[config.mk]
export PLATFORM = sky130hd
export DESIGN_NAME = mem_arbiter_flat
export DESIGN_NICKNAME = d
export VERILOG_FILES = /design/src/rtl/mem_arbiter_if.sv /design/src/rtl/mem_arbiter.sv /design/src/flat_wrapper.sv
export SDC_FILE = /design/constraint.sdc
export NUM_CORES = 1
export LEC_CHECK = 0
export CORE_ASPECT_RATIO = 1.4
export CORE_MARGIN = 3
export CORE_UTILIZATION = 31
export CTS_CLUSTER_DIAMETER = 100
export DETAILED_ROUTE_END_ITERATION = 10
export PLACE_DENSITY = 0.75
export REMOVE_ABC_BUFFERS = 1
export SLEW_MARGIN = 20
export SYNTH_ARGS = -nofsm -noshare
export SYNTH_HDL_FRONTEND = slang
export SYNTH_SLANG_ARGS = --single-unit
[constraint.sdc]
create_clock -name clk -period 4.6 [get_ports clk]
set_clock_uncertainty 0.1 [all_clocks]
set_input_delay 0.92 -clock clk [delete_from_list [all_inputs] [get_ports clk]]
set_output_delay 0.92 -clock clk [all_outputs]
set_load 0.01 [all_outputs]
[src/rtl/mem_arbiter_if.sv]
// Port bundle for mem_arbiter: fetch and data request channels plus the shared memory bus.
// The slave modport is the arbiter's view; master is the requester/memory side.
interface mem_arbiter_if #(
  parameter int ADDR_W = 32,
  parameter int DATA_W = 32
);
  logic              if_req;
  logic [ADDR_W-1:0] if_addr;
  logic              if_ack;
  logic              if_err;
  logic [DATA_W-1:0] if_rdata;

  logic              d_req;
  logic              d_we;
  logic [1:0]        d_size;
  logic [ADDR_W-1:0] d_addr;
  logic [DATA_W-1:0] d_wdata;
  logic              d_ack;
  logic              d_err;
  logic [DATA_W-1:0] d_rdata;

  logic              mem_en;
  logic              mem_we;
  logic [1:0]        mem_size;
  logic [ADDR_W-1:0] mem_addr;
  logic [DATA_W-1:0] mem_wdata;
  logic [DATA_W-1:0] mem_rdata;

  modport slave (
    input  if_req, if_addr, d_req, d_we, d_size, d_addr, d_wdata, mem_rdata,
    output if_ack, if_err, if_rdata, d_ack, d_err, d_rdata,
           mem_en, mem_we, mem_size, mem_addr, mem_wdata
  );

  modport master (
    output if_req, if_addr, d_req, d_we, d_size, d_addr, d_wdata, mem_rdata,
    input  if_ack, if_err, if_rdata, d_ack, d_err, d_rdata,
           mem_en, mem_we, mem_size, mem_addr, mem_wdata
  );
endinterface

[src/rtl/mem_arbiter.sv]
// Shares one fixed-latency single-port memory between fetch and data stages.
// Data has priority; each access runs IDLE -> ISSUE -> WAIT -> RESP, misaligned ones skip to RESP.
module mem_arbiter #(
  parameter int MEM_LAT = 1,
  parameter int ADDR_W  = 32,
  parameter int DATA_W  = 32
) (
  input  logic          clk,
  input  logic          rst,
  mem_arbiter_if.slave  bus
);

  typedef enum logic [1:0] {IDLE, ISSUE, WAIT, RESP} state_t;

  state_t            state_q, state_d;
  logic [3:0]        cnt_q, cnt_d;
  logic              own_d_q, own_d_d;
  logic              we_q, we_d;
  logic              mem_en_q, mem_en_d;
  logic              mem_we_q, mem_we_d;
  logic [1:0]        mem_size_q, mem_size_d;
  logic [ADDR_W-1:0] mem_addr_q, mem_addr_d;
  logic [DATA_W-1:0] mem_wdata_q, mem_wdata_d;
  logic              if_ack_q, if_ack_d;
  logic              if_err_q, if_err_d;
  logic [DATA_W-1:0] if_rdata_q, if_rdata_d;
  logic              d_ack_q, d_ack_d;
  logic              d_err_q, d_err_d;
  logic [DATA_W-1:0] d_rdata_q, d_rdata_d;

  function automatic logic misaligned(input logic [1:0] size, input logic [1:0] lsb);
    case (size)
      2'b00:   return 1'b0;
      2'b01:   return lsb[0];
      2'b10:   return lsb != 2'b00;
      default: return 1'b1;
    endcase
  endfunction

  always_comb begin
    state_d     = state_q;
    cnt_d       = cnt_q;
    own_d_d     = own_d_q;
    we_d        = we_q;
    mem_en_d    = 1'b0;
    mem_we_d    = 1'b0;
    mem_size_d  = mem_size_q;
    mem_addr_d  = mem_addr_q;
    mem_wdata_d = mem_wdata_q;
    if_ack_d    = 1'b0;
    if_err_d    = 1'b0;
    if_rdata_d  = if_rdata_q;
    d_ack_d     = 1'b0;
    d_err_d     = 1'b0;
    d_rdata_d   = d_rdata_q;

    case (state_q)
      IDLE: begin
        if (bus.d_req) begin
          own_d_d     = 1'b1;
          we_d        = bus.d_we;
          mem_size_d  = bus.d_size;
          mem_addr_d  = bus.d_addr;
          mem_wdata_d = bus.d_wdata;
          if (misaligned(bus.d_size, bus.d_addr[1:0])) begin
            state_d = RESP;
            d_ack_d = 1'b1;
            d_err_d = 1'b1;
          end else begin
            state_d  = ISSUE;
            mem_en_d = 1'b1;
            mem_we_d = bus.d_we;
          end
        end else if (bus.if_req) begin
          own_d_d     = 1'b0;
          we_d        = 1'b0;
          mem_size_d  = 2'b10;
          mem_addr_d  = bus.if_addr;
          mem_wdata_d = '0;
          if (bus.if_addr[1:0] != 2'b00) begin
            state_d  = RESP;
            if_ack_d = 1'b1;
            if_err_d = 1'b1;
          end else begin
            state_d  = ISSUE;
            mem_en_d = 1'b1;
          end
        end
      end
      ISSUE: begin
        cnt_d   = 4'(MEM_LAT - 1);
        state_d = WAIT;
      end
      WAIT: begin
        // Outputs are registered, so the ack is raised on the way into RESP.
        if (cnt_q == 4'd0) begin
          state_d = RESP;
          if (own_d_q) begin
            d_rdata_d = bus.mem_rdata;
            d_ack_d   = 1'b1;
          end else begin
            if_rdata_d = bus.mem_rdata;
            if_ack_d   = 1'b1;
          end
        end else begin
          cnt_d = cnt_q - 4'd1;
        end
      end
      RESP: state_d = IDLE;
      default: state_d = IDLE;
    endcase
  end

  always_ff @(posedge clk or posedge rst) begin
    if (rst) begin
      state_q     <= IDLE;
      cnt_q       <= '0;
      own_d_q     <= 1'b0;
      we_q        <= 1'b0;
      mem_en_q    <= 1'b0;
      mem_we_q    <= 1'b0;
      mem_size_q  <= '0;
      mem_addr_q  <= '0;
      mem_wdata_q <= '0;
      if_ack_q    <= 1'b0;
      if_err_q    <= 1'b0;
      if_rdata_q  <= '0;
      d_ack_q     <= 1'b0;
      d_err_q     <= 1'b0;
      d_rdata_q   <= '0;
    end else begin
      state_q     <= state_d;
      cnt_q       <= cnt_d;
      own_d_q     <= own_d_d;
      we_q        <= we_d;
      mem_en_q    <= mem_en_d;
      mem_we_q    <= mem_we_d;
      mem_size_q  <= mem_size_d;
      mem_addr_q  <= mem_addr_d;
      mem_wdata_q <= mem_wdata_d;
      if_ack_q    <= if_ack_d;
      if_err_q    <= if_err_d;
      if_rdata_q  <= if_rdata_d;
      d_ack_q     <= d_ack_d;
      d_err_q     <= d_err_d;
      d_rdata_q   <= d_rdata_d;
    end
  end

  assign bus.mem_en    = mem_en_q;
  assign bus.mem_we    = mem_we_q;
  assign bus.mem_size  = mem_size_q;
  assign bus.mem_addr  = mem_addr_q;
  assign bus.mem_wdata = mem_wdata_q;
  assign bus.if_ack    = if_ack_q;
  assign bus.if_err    = if_err_q;
  assign bus.if_rdata  = if_rdata_q;
  assign bus.d_ack     = d_ack_q;
  assign bus.d_err     = d_err_q;
  assign bus.d_rdata   = d_rdata_q;

endmodule
[src/flat_wrapper.sv]
// flat-port wrapper written by rule: the top's interface ports become plain ports
module mem_arbiter_flat 
#(
  parameter int MEM_LAT = 1,
  parameter int ADDR_W  = 32,
  parameter int DATA_W  = 32
)
  (clk, rst, bus_if_req, bus_if_addr, bus_d_req, bus_d_we, bus_d_size, bus_d_addr, bus_d_wdata, bus_mem_rdata, bus_if_ack, bus_if_err, bus_if_rdata, bus_d_ack, bus_d_err, bus_d_rdata, bus_mem_en, bus_mem_we, bus_mem_size, bus_mem_addr, bus_mem_wdata);
  mem_arbiter_if #(.ADDR_W(ADDR_W), .DATA_W(DATA_W)) bus_i ();
  input  logic clk;
  input  logic rst;
  input wire logic [$bits(bus_i.if_req)-1:0] bus_if_req;
  input wire logic [$bits(bus_i.if_addr)-1:0] bus_if_addr;
  input wire logic [$bits(bus_i.d_req)-1:0] bus_d_req;
  input wire logic [$bits(bus_i.d_we)-1:0] bus_d_we;
  input wire logic [$bits(bus_i.d_size)-1:0] bus_d_size;
  input wire logic [$bits(bus_i.d_addr)-1:0] bus_d_addr;
  input wire logic [$bits(bus_i.d_wdata)-1:0] bus_d_wdata;
  input wire logic [$bits(bus_i.mem_rdata)-1:0] bus_mem_rdata;
  output wire logic [$bits(bus_i.if_ack)-1:0] bus_if_ack;
  output wire logic [$bits(bus_i.if_err)-1:0] bus_if_err;
  output wire logic [$bits(bus_i.if_rdata)-1:0] bus_if_rdata;
  output wire logic [$bits(bus_i.d_ack)-1:0] bus_d_ack;
  output wire logic [$bits(bus_i.d_err)-1:0] bus_d_err;
  output wire logic [$bits(bus_i.d_rdata)-1:0] bus_d_rdata;
  output wire logic [$bits(bus_i.mem_en)-1:0] bus_mem_en;
  output wire logic [$bits(bus_i.mem_we)-1:0] bus_mem_we;
  output wire logic [$bits(bus_i.mem_size)-1:0] bus_mem_size;
  output wire logic [$bits(bus_i.mem_addr)-1:0] bus_mem_addr;
  output wire logic [$bits(bus_i.mem_wdata)-1:0] bus_mem_wdata;
  assign bus_i.if_req = bus_if_req;
  assign bus_i.if_addr = bus_if_addr;
  assign bus_i.d_req = bus_d_req;
  assign bus_i.d_we = bus_d_we;
  assign bus_i.d_size = bus_d_size;
  assign bus_i.d_addr = bus_d_addr;
  assign bus_i.d_wdata = bus_d_wdata;
  assign bus_i.mem_rdata = bus_mem_rdata;
  assign bus_if_ack = bus_i.if_ack;
  assign bus_if_err = bus_i.if_err;
  assign bus_if_rdata = bus_i.if_rdata;
  assign bus_d_ack = bus_i.d_ack;
  assign bus_d_err = bus_i.d_err;
  assign bus_d_rdata = bus_i.d_rdata;
  assign bus_mem_en = bus_i.mem_en;
  assign bus_mem_we = bus_i.mem_we;
  assign bus_mem_size = bus_i.mem_size;
  assign bus_mem_addr = bus_i.mem_addr;
  assign bus_mem_wdata = bus_i.mem_wdata;
  mem_arbiter #(.MEM_LAT(MEM_LAT), .ADDR_W(ADDR_W), .DATA_W(DATA_W)) u_core (.clk(clk), .rst(rst), .bus(bus_i));
endmodule
==> results.sh <==
export IMPL_cts_tree="built"
export IMPL_crit_path_end_kind="flop"
export IMPL_crit_arrival_ns=2.57
export IMPL_die_w_um=121
export IMPL_grtUsageTotal=0.151
export IMPL_rows=58
export IMPL_path_cells="inv_1 > ha_1 > or3b_1 > nor3_4 > buf_4 > mux2_2"
export IMPL_holdBufCountCts=0
export IMPL_maxCapViolCount=0
export IMPL_synth_top_cell_area_share=0.628
export IMPL_rsz0062_at_grt="false"
export IMPL_ys_types=36
export IMPL_status="completed"
export IMPL_max_slew_worst_pin_slew_ns=0.805
export IMPL_io_pins=271
export IMPL_cp_start_kind="flop"
export IMPL_core_area_um2=18000
export IMPL_max_slew_margin=0.464
export IMPL_synth_most_common_cell="dfrtp_1"
export IMPL_critPathTopFamily="simple AND/OR/NAND/NOR gates"
export IMPL_yosysTopAreaCell="dfrtp_1"
export IMPL_first_global_vias=4433
export IMPL_grt_pass1_wl_mm=23.9
export IMPL_ir_drop_mv=0.243
export IMPL_required_ns=4.78
export IMPL_final_max_slew_viol_count=0
export IMPL_synth_edf_count=0
export IMPL_p_leak_nw=3.98
export IMPL_clk_path_buf_depth=2
export IMPL_ys_flop_type="dfrtp_1"
export IMPL_ys_ff_latch=143
export IMPL_crit_fanout=33
export IMPL_clkLatencyLatePin_ns=0.40
export IMPL_postRouteAntennaNets=0
export IMPL_ctsHtreeMaxLevel=4
export IMPL_post_cts_resized=0
export IMPL_p_total_mw=6.19
export IMPL_numCtsBuffers=17
export IMPL_synth_commonest_cells="dfrtp_1, mux2_2, nand2_1"
export IMPL_r2r_slack_ns=2.21
export IMPL_crit_buf_inv=2
export IMPL_post_cts_setup_buffers=0
export IMPL_routed_wl_mm=15.0
export IMPL_cts_root_buf="clkbuf_16"
export IMPL_powerDensity_nw_per_um2=669
export IMPL_place_hpwl_mm=11.0
export IMPL_grt_max_degree=92
export IMPL_hold_violations=0
export IMPL_ys_seq_area_frac=0.628
export IMPL_gr_total_overflow=0
export IMPL_fillers=1605
export IMPL_gp_congestion=0.751
export IMPL_synthToLayoutAreaGrowth_pct=62.3
export IMPL_nets=830
export IMPL_cts_sinks=143
export IMPL_die_area_um2=20100
export IMPL_crit_type="flop to flop"
export IMPL_yosysWarnings=0
export IMPL_via_count=4280
export IMPL_max_clock_freq_mhz=419
export IMPL_async_reset_ff_frac=1.00
export IMPL_slowest_delay_ns=0.48
export IMPL_vias_per_cell=4.53
export IMPL_portBuffers=270
export IMPL_clk_pin_slew_worst_paths_ns=0.06
export IMPL_finalCritPeriodShare=0.519
export IMPL_die_h_um=166
export IMPL_hold_path_class="flop to flop"
export IMPL_crit_slowest_cell="or3b_1"
export IMPL_syn_mean_instance_area_um2=13.5
export IMPL_antenna_found_initial=1
export IMPL_syn_cell_area_um2=5700
export IMPL_setup_viol=0
export IMPL_setup_tns_ns=0
export IMPL_syn_instance_count=422
export IMPL_min_period_ns=2.39
export IMPL_initial_core_util=0.317
export IMPL_first_iter_violations=176
export IMPL_drt_wirelength_per_cell_um=15.9
export IMPL_drt_pass1_iterations=4
export IMPL_drive_gt1_frac=0.149
export IMPL_synth_area_leaders="dfrtp_1, mux2_2, mux2i_1"
export IMPL_drc=0
==> metal layers <==
layer	routed length [um]	up-vias	track usage	part of all wire
li1	-	2043	-	-
met1	5860	2051	0.171	0.39
met2	7760	172	0.264	0.52
met3	1130	14	0.0547	0.075
met4	286	0	0.0478	0.019
met5	0	-	0	0
==> worst paths after layout <==
path | startpoint | end | cells after the start
worst max-delay path | u_core.cnt_q[0] | u_core.bus.if_rdata[11] | 6
worst min-delay path | u_core.bus.mem_addr[10] | u_core.bus.mem_addr[10] | 2
worst max register to register | u_core.cnt_q[0] | u_core.bus.if_rdata[11] | 6
worst min register to register | u_core.bus.mem_addr[10] | u_core.bus.mem_addr[10] | 2
max in group asynchronous | rst | u_core.bus.if_rdata[17] | 3
min in group asynchronous | rst | u_core.bus.if_rdata[21] | 2
==> logic make-up after synthesis <==
logic type,count (synthesis),share of synthesized area
adder cells (fa/ha/maj),4,0.00878
multiplexers,95,0.181
AND/OR/NAND/NOR,62,0.0525
flip-flops,143,0.628
AO/OA/AOI/OAI,83,0.101
buffers and inverters,35,0.0285
==> cells in the final DEF, fill, tap and decap left out, drive strengths merged, types with 3 or more instances in the layout <==
| cell | count |
|---|---|
| ha | 4 |
| nand2 | 39 |
| nor3 | 5 |
| a22o | 35 |
| o21ai | 37 |
| mux2i | 31 |
| buf | 8 |
| clkbuf | 23 |
| mux2 | 64 |
| nor2 | 4 |
| clkinv | 3 |
| inv | 8 |
| clkinvlp | 3 |
| clkdlybuf4s50 | 269 |
| dfrtp | 143 |
==> registers in the layout (all words and copies together), names as in the netlist <==
signal and flops:
u_core.bus.d_ack 1, u_core.bus.d_err 1, u_core.bus.d_rdata 32, u_core.bus.if_ack 1, u_core.bus.if_err 1, u_core.bus.if_rdata 32, u_core.bus.mem_addr 32, u_core.bus.mem_en 1
u_core.bus.mem_size 2, u_core.bus.mem_wdata 32, u_core.bus.mem_we 1, u_core.cnt_q 4, u_core.own_d_q 1, u_core.state_q 2
==> cell type report <==
cell class	instances	area, um2	share of cell area
Antenna cell	1	2.50	0.000271
Clock buffer	23	498	0.0538
Clock inverter	8	105	0.0114
Inverter	8	35.0	0.00379
Multi-Input combinational cell	244	1970	0.213
Sequential cell	143	3580	0.387
Tap cell	240	300	0.0325
Timing Repair Buffer	277	2760	0.299
==> power breakdown <==
part           switching, mW  internal [mW]  total, mW  leakage, nW
clock                  0.508          0.869       1.38        0.287
combinational           1.09           1.60       2.69         1.94
sequential             0.286           1.84       2.13         1.75
==> worst register-to-register path, stage by stage, from the launching register on <==
cell and delay, ns:
dfrtp_1 0.40, inv_1 0.09, ha_1 0.19, or3b_1 0.48
nor3_4 0.14, buf_4 0.45, mux2_2 0.41
==> per-stage QoR <==
step | utilization | hold WS, ns | setup WS [ns] | std cells | area, um2
after floorplan | - | 0.360 | -0.258 | 395 | 5570
after global placement | 0.480 | 0.361 | 1.90 | 912 | 8640
after detailed placement | 0.480 | 0.369 | 1.84 | 912 | 8640
after CTS | 0.514 | 0.381 | 2.18 | 943 | 9250
after global routing | 0.514 | 0.393 | 2.10 | 944 | 9250
final | 0.514 | 0.374 | 2.21 | 944 | 9250
(Power assumes the default switching activity.)
